## config.mk

```make
export PLATFORM = sky130hd
export DESIGN_NAME = pktbuf_rd_arbiter
export DESIGN_NICKNAME = d
export VERILOG_FILES = /design/src/rtl/pktbuf_rd_arbiter.sv
export SDC_FILE = /design/constraint.sdc
export NUM_CORES = 1
export LEC_CHECK = 0
export ABC_AREA = 1
export ABC_CLOCK_PERIOD_IN_PS = 3550
export CAP_MARGIN = 30
export CELL_PAD_IN_SITES_DETAIL_PLACEMENT = 0
export CELL_PAD_IN_SITES_GLOBAL_PLACEMENT = 1
export CORE_AREA = 2 2 446 448
export CTS_CLUSTER_SIZE = 40
export DETAILED_ROUTE_END_ITERATION = 10
export DIE_AREA = 0 0 448 450
export PLACE_DENSITY = 0.51
export SLEW_MARGIN = 20
export SYNTH_ARGS = -nofsm -noshare
export SYNTH_HDL_FRONTEND = slang
export SYNTH_SLANG_ARGS = --single-unit
```

## constraint.sdc

```tcl
create_clock -name clk_esram_i -period 3.55 [get_ports clk_esram_i]
set_clock_uncertainty 0.1 [all_clocks]
set_input_delay 0.71 -clock clk_esram_i [delete_from_list [all_inputs] [get_ports clk_esram_i]]
set_output_delay 0.71 -clock clk_esram_i [all_outputs]
set_load 0.02 [all_outputs]
```

## src/rtl/pktbuf_rd_arbiter.sv

```systemverilog
// Round-robin arbiter for the single eSRAM packet-buffer read port; a tag FIFO routes each
// returning beat back to its requester. Optional counters under PKTBUF_RD_STATS_EN.
module pktbuf_rd_arbiter #(
  parameter int NUM_REQ         = 4,
  parameter int AWIDTH          = 16,
  parameter int DWIDTH          = 520,
  parameter int TAG_DEPTH       = 16,
  parameter int MAX_OUTSTANDING = 16,
  parameter int DRAIN_CYCLES    = 16
) (
  input  logic                         clk_esram_i,
  input  logic                         rst_n_i,
  input  logic                         esram_pll_lock_i,
  input  logic [NUM_REQ-1:0]           req_valid_i,
  input  logic [NUM_REQ*AWIDTH-1:0]    req_addr_i,
  output logic [NUM_REQ-1:0]           req_ready_o,
  output logic                         rden_o,
  output logic [AWIDTH-1:0]            rdaddress_o,
  input  logic                         rd_valid_i,
  input  logic [DWIDTH-1:0]            rddata_i,
  output logic                         rsp_valid_o,
  output logic [$clog2(NUM_REQ)-1:0]   rsp_id_o,
  output logic [DWIDTH-1:0]            rsp_data_o,
  output logic                         err_underflow_o
`ifdef PKTBUF_RD_STATS_EN
  ,
  output logic [NUM_REQ*32-1:0]        stat_grants_o,
  output logic [31:0]                  stat_full_cycles_o
`endif
);

  localparam int IDW = $clog2(NUM_REQ);
  localparam int PW  = $clog2(TAG_DEPTH);
  localparam int CW  = $clog2(MAX_OUTSTANDING + 1);
  localparam int DCW = (DRAIN_CYCLES > 0) ? $clog2(DRAIN_CYCLES + 1) : 1;
  localparam logic [CW-1:0]  MAXO  = CW'(MAX_OUTSTANDING);
  localparam logic [DCW-1:0] DRAIN = DCW'(DRAIN_CYCLES);
  localparam logic [IDW-1:0] LAST  = IDW'(NUM_REQ - 1);

  logic [IDW-1:0]    rr_q, rr_d;
  logic [CW-1:0]     cnt_q, cnt_d;
  logic [DCW-1:0]    drain_q;
  logic [PW-1:0]     wptr_q, rptr_q;
  logic [IDW-1:0]    tag_mem [TAG_DEPTH];
  logic [AWIDTH-1:0] addr_a [NUM_REQ];

  logic              rden_q, rsp_valid_q, err_q;
  logic [AWIDTH-1:0] rdaddress_q;
  logic [IDW-1:0]    rsp_id_q;
  logic [DWIDTH-1:0] rsp_data_q;

  logic [IDW-1:0]    hi_id, lo_id, win_id;
  logic              hi_found, lo_found, win_found;
  logic              drained, eligible, xfer, pop, underflow;

  for (genvar g = 0; g < NUM_REQ; g++) begin : g_addr
    assign addr_a[g] = req_addr_i[g*AWIDTH +: AWIDTH];
  end

  assign drained  = (drain_q == '0);
  assign eligible = rst_n_i && esram_pll_lock_i && drained && (cnt_q < MAXO);

  // Two priority passes: first valid at/after the pointer, else first valid from 0 (the wrap).
  always_comb begin
    hi_found = 1'b0;
    lo_found = 1'b0;
    hi_id    = '0;
    lo_id    = '0;
    for (int i = 0; i < NUM_REQ; i++) begin
      if (!hi_found && req_valid_i[i] && (IDW'(i) >= rr_q)) begin
        hi_found = 1'b1;
        hi_id    = IDW'(i);
      end
      if (!lo_found && req_valid_i[i]) begin
        lo_found = 1'b1;
        lo_id    = IDW'(i);
      end
    end
    win_found = hi_found || lo_found;
    win_id    = hi_found ? hi_id : lo_id;
  end

  assign xfer        = eligible && win_found;
  assign req_ready_o = xfer ? (NUM_REQ'(1) << win_id) : '0;
  // Returns during the drain window belong to reads issued before reset; drop them silently.
  assign pop         = rd_valid_i && drained && (cnt_q != '0);
  assign underflow   = rd_valid_i && drained && (cnt_q == '0);

  always_comb begin
    rr_d = rr_q;
    if (xfer) rr_d = (win_id == LAST) ? '0 : win_id + IDW'(1);
    cnt_d = cnt_q;
    case ({xfer, pop})
      2'b10:   cnt_d = cnt_q + CW'(1);
      2'b01:   cnt_d = cnt_q - CW'(1);
      default: cnt_d = cnt_q;
    endcase
  end

  always_ff @(posedge clk_esram_i) begin
    if (!rst_n_i) begin
      rr_q        <= '0;
      cnt_q       <= '0;
      drain_q     <= DRAIN;
      wptr_q      <= '0;
      rptr_q      <= '0;
      rden_q      <= 1'b0;
      rdaddress_q <= '0;
      rsp_valid_q <= 1'b0;
      rsp_id_q    <= '0;
      rsp_data_q  <= '0;
      err_q       <= 1'b0;
    end else begin
      rr_q        <= rr_d;
      cnt_q       <= cnt_d;
      if (!drained) drain_q <= drain_q - DCW'(1);
      rden_q      <= xfer;
      if (xfer) begin
        rdaddress_q <= addr_a[win_id];
        wptr_q      <= wptr_q + PW'(1);
      end
      rsp_valid_q <= pop;
      if (pop) begin
        rsp_id_q   <= tag_mem[rptr_q];
        rsp_data_q <= rddata_i;
        rptr_q     <= rptr_q + PW'(1);
      end
      if (underflow) err_q <= 1'b1;
    end
  end

  always_ff @(posedge clk_esram_i) begin
    if (xfer) tag_mem[wptr_q] <= win_id;
  end

  assign rden_o          = rden_q;
  assign rdaddress_o     = rdaddress_q;
  assign rsp_valid_o     = rsp_valid_q;
  assign rsp_id_o        = rsp_id_q;
  assign rsp_data_o      = rsp_data_q;
  assign err_underflow_o = err_q;

`ifdef PKTBUF_RD_STATS_EN
  logic [NUM_REQ-1:0][31:0] grants_q;
  logic [31:0]              full_q;

  always_ff @(posedge clk_esram_i) begin
    if (!rst_n_i) begin
      grants_q <= '0;
      full_q   <= '0;
    end else begin
      for (int i = 0; i < NUM_REQ; i++) begin
        if (req_ready_o[i] && req_valid_i[i] && (grants_q[i] != '1))
          grants_q[i] <= grants_q[i] + 32'd1;
      end
      if ((cnt_q == MAXO) && (|req_valid_i) && (full_q != '1))
        full_q <= full_q + 32'd1;
    end
  end

  assign stat_grants_o      = grants_q;
  assign stat_full_cycles_o = full_q;
`endif

endmodule

```

==> impl_metrics.tcl, run 1 <==
set metrics [dict create \
    via_per_inst 3.449 \
    ys_types 27 \
    ant_nets 0 \
    internal_power_mw 12.81 \
    dpl.cell_count 6437 \
    place_congestion 0.9055 \
    fp.dieArea_mm2 0.2016 \
    drt_iter0_drc 1153 \
    period_share 0.9265 \
    cts_buffer_depth 3 \
    drv_slew 0 \
    cts_tree "done" \
    ys_warn_count 0 \
    port_buffers 1136 \
    max_freq_mhz 304.0 \
    wl_per_cell_um 19.13 \
    grt_pass1_wl_mm 172.0 \
    period_needed_ns 3.289 \
    mostFrequentLayoutCells "nor2_1, clkdlybuf4s50_1, dfxtp_1" \
    layout-drive-gt1-share 0.04212 \
    hold_violations 0 \
    antenna_found_initial 24 \
    peakVddDrop_uv 322.6 \
    synth-seq-cells 593 \
    synth-async-reset-ratio 0 \
    grt_max_degree 205 \
    cp_max_fo 5 \
    htreeDepth 3 \
    grt_pass1_vias 21769 \
    path_class "primary input to output pin" \
    rsz0062_at_grt "no" \
    cp-start-kind "primary input" \
    clock_latency_ns 0.68 \
    hold_class "primary input to flip-flop" \
    ios 1137 \
    die_h_um 450 \
    worstMarginPinSlew_ns 1.044 \
    drtPass1Iterations 7 \
    cp-startpoint "req_valid_i[1]" \
    final.setup.tns_ns 0 \
    cts_buffers 81 \
    pwr-share-seq 0.403 \
    clk_pin_slew_worst_paths_ns 0.06 \
    comb_power_share 0.121 \
    drc 0 \
    outcome "finished clean" \
    cellPowerDensity_mw_per_mm2 449.2 \
    die_width_um 448 \
    r2r_start "drain_q[0]" \
    syn_area_mm2 0.02181 \
    hold_slack_ns 0.2588 \
    setup_viol 0 \
    required_ns 2.74 \
    syn_avg_cell_area_um2 7.744 \
    drv_cap 0 \
    p_sw_frac 0.2624 \
    setup_slack_ns 0.2608 \
    dp_hpwl_mm 96.26 \
    relSlewSlack 0.3037 \
    syn_inst 2816 \
    p_total_mw 17.37 \
    start_util 0.1109 \
    final_common_cell "nor2_1" \
    gr-total-overflow 0 \
    rows 163 \
    final_cells 6587 \
    ys_seq_area_frac 0.5591 \
    clockPowerShare 0.476 \
    synth_ff_type "dfxtp_1" \
    cts_root_buf "clkbuf_16" \
    switching_power_mw 4.558 \
    min_from "rst_n_i" \
    grt_use_total 0.1193 \
    crit_path_end_kind "output pin" \
    core_mm2 0.1966 \
    cts_setup_buffers 0 \
    cellLeakagePower_nw 13.58 \
    vias 22718 \
    pre_cts_ws_ns -0.01579 \
    synth_edf_count 32 \
    totalWireLength_mm 126.0 \
    numClockSinks 593 \
    crit_arrival_ns 2.48 \
    finalNetCount 4487 \
    area_growth_pct 77.30 \
    synth_nets 3423 \
]
[worst paths after layout]
kind | to | slack [ns] | cells past startpoint
worst max-delay path | req_ready_o[3] | 0.26 | 12
worst min-delay path | drain_q[4] | 0.26 | 2
worst max register to register | cnt_q[4] | 0.81 | 12
worst min register to register | drain_q[4] | 0.36 | 2
[final cells by class]
cell class / instances / area, um2
Multi-Input combinational cell: 1912 / 8263
Clock inverter: 24 / 342.8
Clock buffer: 120 / 2283
Antenna cell: 6 / 15.01
Fill cell: 22154 / 157900
Sequential cell: 593 / 12190
Tap cell: 2640 / 3303
Timing Repair Buffer: 1179 / 11830
Inverter: 113 / 431.7
[layer usage]
layer | vias up | routed length, um | share of wire | GRT usage
li1 | 11153 | - | - | -
met1 | 10625 | 53500 | 0.42 | 0.1459
met2 | 782 | 58830 | 0.47 | 0.1958
met3 | 154 | 10730 | 0.085 | 0.04385
met4 | 4 | 2918 | 0.023 | 0.03088
met5 | - | 25 | 0.00020 | 0
[sequential cells by signal (all words and copies together), names as in the netlist]
signal / count
cnt_q: 5
drain_q: 5
err_underflow_o: 1
rdaddress_o: 16
rden_o: 1
rptr_q: 4
rr_q: 2
rsp_data_o: 520
rsp_id_o: 2
rsp_valid_o: 1
tag_mem: 32
wptr_q: 4
[critical path, stage by stage]
cell and delay (ns):
clkdlybuf4s50_1 0.50, inv_1 0.08, nand2_1 0.06, nand2_1 0.08, nand2_1 0.10, nand2_1 0.07
nand2_1 0.16, inv_1 0.10, ha_1 0.19, inv_1 0.07, nor2_1 0.04, dlygate4sd2_1 0.32
[logic make-up (layout without fill, tap and decap cells)]
kind of cell / after synthesis / in the layout / synth area share
XOR/XNOR: 6 / 6 / 0.002410
other: 0 / 6 / 0
buffers and inverters: 311 / 1436 / 0.06306
AND/OR/NAND/NOR: 1315 / 1315 / 0.2332
AO/OA/AOI/OAI: 576 / 576 / 0.1333
flip-flops: 593 / 593 / 0.5591
adder cells (fa/ha/maj): 15 / 15 / 0.008951
[metrics by stage]
| stage | instance area (um2) | util |
|---|---|---|
| after global placement | 36000 | 0.1831 |
| final | 38660 | 0.1967 |
| after CTS | 38640 | 0.1966 |
| after global routing | 38650 | 0.1966 |
| after floorplan | 21810 | - |
| after detailed placement | 36010 | 0.1832 |
[synth_stat cells, types with 8 or more instances]
library cell | number | area (um2)
edfxtp_1 | 32 | 960.9
clkbuf_1 | 114 | 427.9
o21ai_1 | 76 | 380.4
inv_1 | 111 | 416.7
nor2_1 | 1132 | 4249
nand3_1 | 94 | 470.5
buf_2 | 64 | 320.3
o211ai_1 | 8 | 60.06
dfxtp_1 | 561 | 11230
ha_1 | 14 | 175.2
buf_6 | 15 | 168.9
a21oi_1 | 15 | 75.07
o21ai_0 | 475 | 2377
nand2_1 | 77 | 289.0
[power by group through the flow]
stage | combinational [mW] | sequential [mW] | clock [mW]
global route | 2.30 | 7.02 | 8.86
detailed placement | 2.11 | 7.14 | 0
global placement | 2.11 | 7.14 | 0
CTS | 2.14 | 7.00 | 8.65
finish | 2.10 | 7.00 | 8.26
floorplan | 0.666 | 7.29 | 0
[timing repair]
action | 4_1_cts | 5_1_grt
endpoints found under the hold margin | 0 | 0
resized for setup | 3 | 2
endpoints found under the setup margin | 4 | 2
hold buffers | 0 | 0
Power figures use the tool's default switching activity.
==> run 2: changes to the inputs <==
--- a/config.mk
+++ b/config.mk
@@ -15,6 +15,7 @@
 export DETAILED_ROUTE_END_ITERATION = 10
 export DIE_AREA = 0 0 448 450
 export PLACE_DENSITY = 0.51
+export SKIP_CTS_REPAIR_TIMING = 1
 export SLEW_MARGIN = 20
 export SYNTH_ARGS = -nofsm -noshare
 export SYNTH_HDL_FRONTEND = slang
==> run 2 against run 1 <==
Sequential share of layout area barely moved. Sequential power barely moved. Non-clock buffer count did not move. Largest power group unchanged.
==> impl_metrics.tcl, run 2 (synthesized netlist as in run 1, its figures left out) <==
set metrics [dict create \
    numClockSinks 593 \
    finalNetCount 4487 \
    hold_violations 0 \
    period_share 0.8943 \
    drc 0 \
    clock_latency_ns 0.68 \
    place_congestion 0.9055 \
    clk_pin_slew_worst_paths_ns 0.06 \
    period_needed_ns 3.175 \
    crit_path_end_kind "output pin" \
    via_per_inst 3.442 \
    dpl.cell_count 6437 \
    crit_arrival_ns 2.36 \
    drv_cap 0 \
    r2r_slack_ns 0.80 \
    core_mm2 0.1966 \
    wl_per_cell_um 19.12 \
    multi_input_area_mm2 0.008263 \
    grt_pass1_wl_mm 171.9 \
    cts_root_buf "clkbuf_16" \
    dp_hpwl_mm 96.26 \
    p_total_mw 17.37 \
    regArea_mm2 0.01219 \
    die_h_um 450 \
    hold_class "primary input to flip-flop" \
    largest_register_ffs 520 \
    final.setup.tns_ns 0 \
    grt_pass1_vias 21760 \
    rows 163 \
    grt_max_degree 205 \
    peakVddDrop_uv 322.6 \
    required_ns 2.74 \
    cp_max_fo 5 \
    cts_buffer_depth 3 \
    grt_use_total 0.1192 \
    outcome "finished clean" \
    final_cells 6587 \
    cellPowerDensity_mw_per_mm2 449.1 \
    die_width_um 448 \
    layout-drive-gt1-share 0.04212 \
    area_growth_pct 77.34 \
    cellLeakagePower_nw 13.60 \
    fillers 22154 \
    final_common_cell "nor2_1" \
    htreeDepth 3 \
    start_util 0.1109 \
    worstMarginPinSlew_ns 1.044 \
    antenna_found_initial 24 \
    gr-total-overflow 0 \
    cp-start-kind "primary input" \
    max_freq_mhz 315.0 \
    totalWireLength_mm 126.0 \
    path_class "primary input to output pin" \
    relSlewSlack 0.3039 \
    cts_buffers 81 \
    drt_iter0_drc 1158 \
    setup_viol 0 \
    mostFrequentLayoutCells "nor2_1, clkdlybuf4s50_1, dfxtp_1" \
    vias 22672 \
    drtPass1Iterations 5 \
    ios 1137 \
    port_buffers 1136 \
    stdcell_area_mm2 0.03867 \
    drv_slew 0 \
    ant_nets 0 \
    fp.dieArea_mm2 0.2016 \
    cts_tree "done" \
    dpl_cell_area_mm2 0.03601 \
    rsz0062_at_grt "no" \
]
## run 2: cell count changes in the layout (fill, tap and decap cells not counted)
| cell | before | now |
|---|---|---|
| dlymetal6s2s_1 | 2 | 4 |
| dlygate4sd2_1 | 2 | 0 |
## run 2: final timing paths
path	from	endpoint	cells past startpoint
worst max register to register	drain_q[0]	cnt_q[4]	12
worst min-delay path	rst_n_i	drain_q[4]	2
worst min register to register	drain_q[4]	drain_q[4]	2
worst max-delay path	req_valid_i[1]	req_ready_o[3]	12
## run 2: critical path: stages
cell and delay (ns):
clkdlybuf4s50_1 0.44, inv_1 0.11, nand2_1 0.06, nand2_1 0.09, nand2_1 0.08, nand2_1 0.08
nand2_1 0.13, inv_1 0.13, ha_1 0.15, inv_1 0.05, nor2_1 0.09, dlymetal6s2s_1 0.23
## run 2: layout make-up
| cell class | count | area share |
|---|---|---|
| flip-flops and latches | 593 | 0.3153 |
| repair buffers | 1179 | 0.3062 |
| multi-input cells | 1912 | 0.2137 |
| well taps | 2640 | 0.08541 |
| clock buffers | 120 | 0.05905 |
| inverters | 113 | 0.01116 |
| clock inverters | 24 | 0.008865 |
| diodes | 6 | 0.0003882 |
## run 2: where the power goes
group	total (mW)	leakage (nW)	switching, mW	internal (mW)
Clock	8.26	1.28	3.42	4.84
Combinational	2.10	7.52	1.02	1.08
Sequential	7.00	4.81	0.110	6.89
Total	17.4	13.6	4.55	12.8
## run 2: per-layer routing
metal | up-vias | routed length (um) | GRT usage
met1 | 10612 | 53240 | 0.1459
met5 | - | 25 | 0
li1 | 11149 | - | -
met3 | 153 | 10890 | 0.04385
met4 | 4 | 2914 | 0.03088
met2 | 754 | 58900 | 0.1957
## run 2: through the flow
stage	worst slack [ns]	utilization	hold slack (ns)
global placement	-0.05311	0.1831	0.3292
global route	0.1712	0.1967	0.1992
finish	0.3751	0.1967	0.2588
floorplan	0.4794	-	0.3106
CTS	-0.06078	0.1965	0.1660
detailed placement	-0.01579	0.1832	0.3319
==> run 3: changes to the inputs <==
--- a/config.mk
+++ b/config.mk
@@ -10,11 +10,12 @@
 export CAP_MARGIN = 30
 export CELL_PAD_IN_SITES_DETAIL_PLACEMENT = 0
 export CELL_PAD_IN_SITES_GLOBAL_PLACEMENT = 1
-export CORE_AREA = 2 2 446 448
+export CORE_AREA = 2 2 448 450
 export CTS_CLUSTER_SIZE = 40
 export DETAILED_ROUTE_END_ITERATION = 10
-export DIE_AREA = 0 0 448 450
-export PLACE_DENSITY = 0.51
+export DIE_AREA = 0 0 450 452
+export DONT_BUFFER_PORTS = 1
+export PLACE_DENSITY = 0.4
 export SKIP_CTS_REPAIR_TIMING = 1
 export SLEW_MARGIN = 20
 export SYNTH_ARGS = -nofsm -noshare
==> run 3 against run 2 <==
Hold slack got worse by 0.18 ns. Via count fell by 19%. Global-route usage fell by 2.1 points. Routed wire length decreased by 16%. Combinational power decreased by 61%. Largest cell class unchanged.
==> impl_metrics.tcl, run 3 (synthesized netlist as in run 1, its figures left out) <==
set metrics [dict create \
    peakVddDrop_uv 304.4 \
    grt_pass1_vias 17795 \
    totalWireLength_mm 105.2 \
    min_from "rddata_i[194]" \
    die_h_um 452 \
    dp_hpwl_mm 78.23 \
    met3WireLength_mm 11.54 \
    drv_cap 0 \
    mostFrequentLayoutCells "nor2_1, dfxtp_1, o21ai_0" \
    wl_met1_mm 42.69 \
    largest_register_ffs 520 \
    final.setup.tns_ns 0 \
    drv_slew 0 \
    hold_class "primary input to flip-flop" \
    die_width_um 450 \
    drt_iter0_drc 1318 \
    ios 1137 \
    crit_arrival_ns 2.55 \
    cts_tree "done" \
    rows 164 \
    vias 18393 \
    required_ns 2.74 \
    r2r_slack_ns 0.71 \
    rsz0062_at_grt "no" \
    drtPass1Iterations 5 \
    cp_max_fo 538 \
    relSlewSlack 0.006081 \
    r2r_start "drain_q[0]" \
    dr_wl_met2_mm 48.65 \
    r2r_cells 14 \
    antenna_found_initial 38 \
    layout-drive-gt1-share 0.05771 \
    fp.dieArea_mm2 0.2034 \
    cellPowerDensity_mw_per_mm2 588.6 \
    period_needed_ns 3.362 \
    gr-total-overflow 0 \
    final_cells 5461 \
    htreeDepth 3 \
    grt_pass1_wl_mm 143.5 \
    clock_latency_ns 0.68 \
    finalNetCount 3338 \
    cp-start-kind "primary input" \
    core_mm2 0.1986 \
    grt_use_total 0.09791 \
    port_buffers 0 \
    outcome "finished clean" \
    area_growth_pct 24.33 \
    hold_end "rsp_data_o[194]" \
    setup_viol 0 \
    holdPathStages 2 \
    cts_root_buf "clkbuf_16" \
    ant_nets 0 \
    wl_per_cell_um 19.27 \
    cts_buffers 78 \
    max_freq_mhz 297.4 \
    final_common_cell "nor2_1" \
    dpl.cell_count 5307 \
    clk_pin_slew_worst_paths_ns 0.06 \
    cellLeakagePower_nw 9.263 \
    drc 0 \
    hold_violations 0 \
    place_congestion 0.8181 \
    via_per_inst 3.368 \
    crit_path_end_kind "output pin" \
    r2r_end "cnt_q[3]" \
    period_share 0.9471 \
    path_class "primary input to output pin" \
    start_util 0.1098 \
    highest_layer "met5" \
    worstMarginPinSlew_ns 1.491 \
    cts_buffer_depth 3 \
    numClockSinks 593 \
    grt_max_degree 539 \
]
run 3: how the worst max path moves through the flow:
stage | start | end | slack [ns] | cells after the start
6_report | rst_n_i | req_ready_o[0] | 0.19 | 6
5_1_grt | drain_q[0] | req_ready_o[3] | 0.23 | 7
3_5_place_dp | drain_q[0] | cnt_q[3] | 0.67 | 14
3_3_place_gp | drain_q[0] | cnt_q[3] | 0.65 | 14
4_1_cts | drain_q[0] | req_ready_o[1] | 0.27 | 7
2_1_floorplan | req_valid_i[1] | req_ready_o[3] | 0.48 | 11
run 3: where the power goes:
group	internal (mW)	leakage [nW]	switching, mW
combinational	0.290	3.21	0.528
clock	4.61	1.24	3.30
sequential	6.89	4.81	0.337
total	11.8	9.26	4.17
run 3: metrics by stage:
| step | area (um2) | setup WS, ns | util | total power [mW] | hold WS [ns] |
|---|---|---|---|---|---|
| 6_report | 27110 | 0.1878 | 0.1365 | 15.96 | 0.07652 |
| 5_1_grt | 27080 | 0.2278 | 0.1364 | 16.74 | 0.01133 |
| 4_1_cts | 27070 | 0.2701 | 0.1363 | 16.38 | -0.02334 |
| 3_5_place_dp | 24540 | 0.6684 | 0.1235 | 8.212 | 0.3304 |
| 3_3_place_gp | 24540 | 0.6548 | 0.1235 | 8.207 | 0.3383 |
| 2_1_floorplan | 21810 | 0.4794 | - | 7.952 | 0.3106 |
run 3: area by class of cell:
type	count	area [um2]
fillers	23000	171500
clock buffers	108	2216
multi-input cells	1912	8254
repair buffers	33	335.3
diodes	15	37.54
clock inverters	31	322.8
well taps	2656	3323
inverters	113	431.7
flip-flops and latches	593	12190
run 3: per-layer routing:
layer / vias up / track usage
met5: - / 0
met4: 6 / 0.03251
met3: 138 / 0.04744
met2: 767 / 0.1554
met1: 8615 / 0.1149
li1: 8867 / -
run 3: critical path, stage by stage:
cell and delay (ns):
nand3_1 0.42, nor2_1 0.10, nand2_1 0.09, buf_4 0.23
nor2_1 0.09, buf_4 0.16
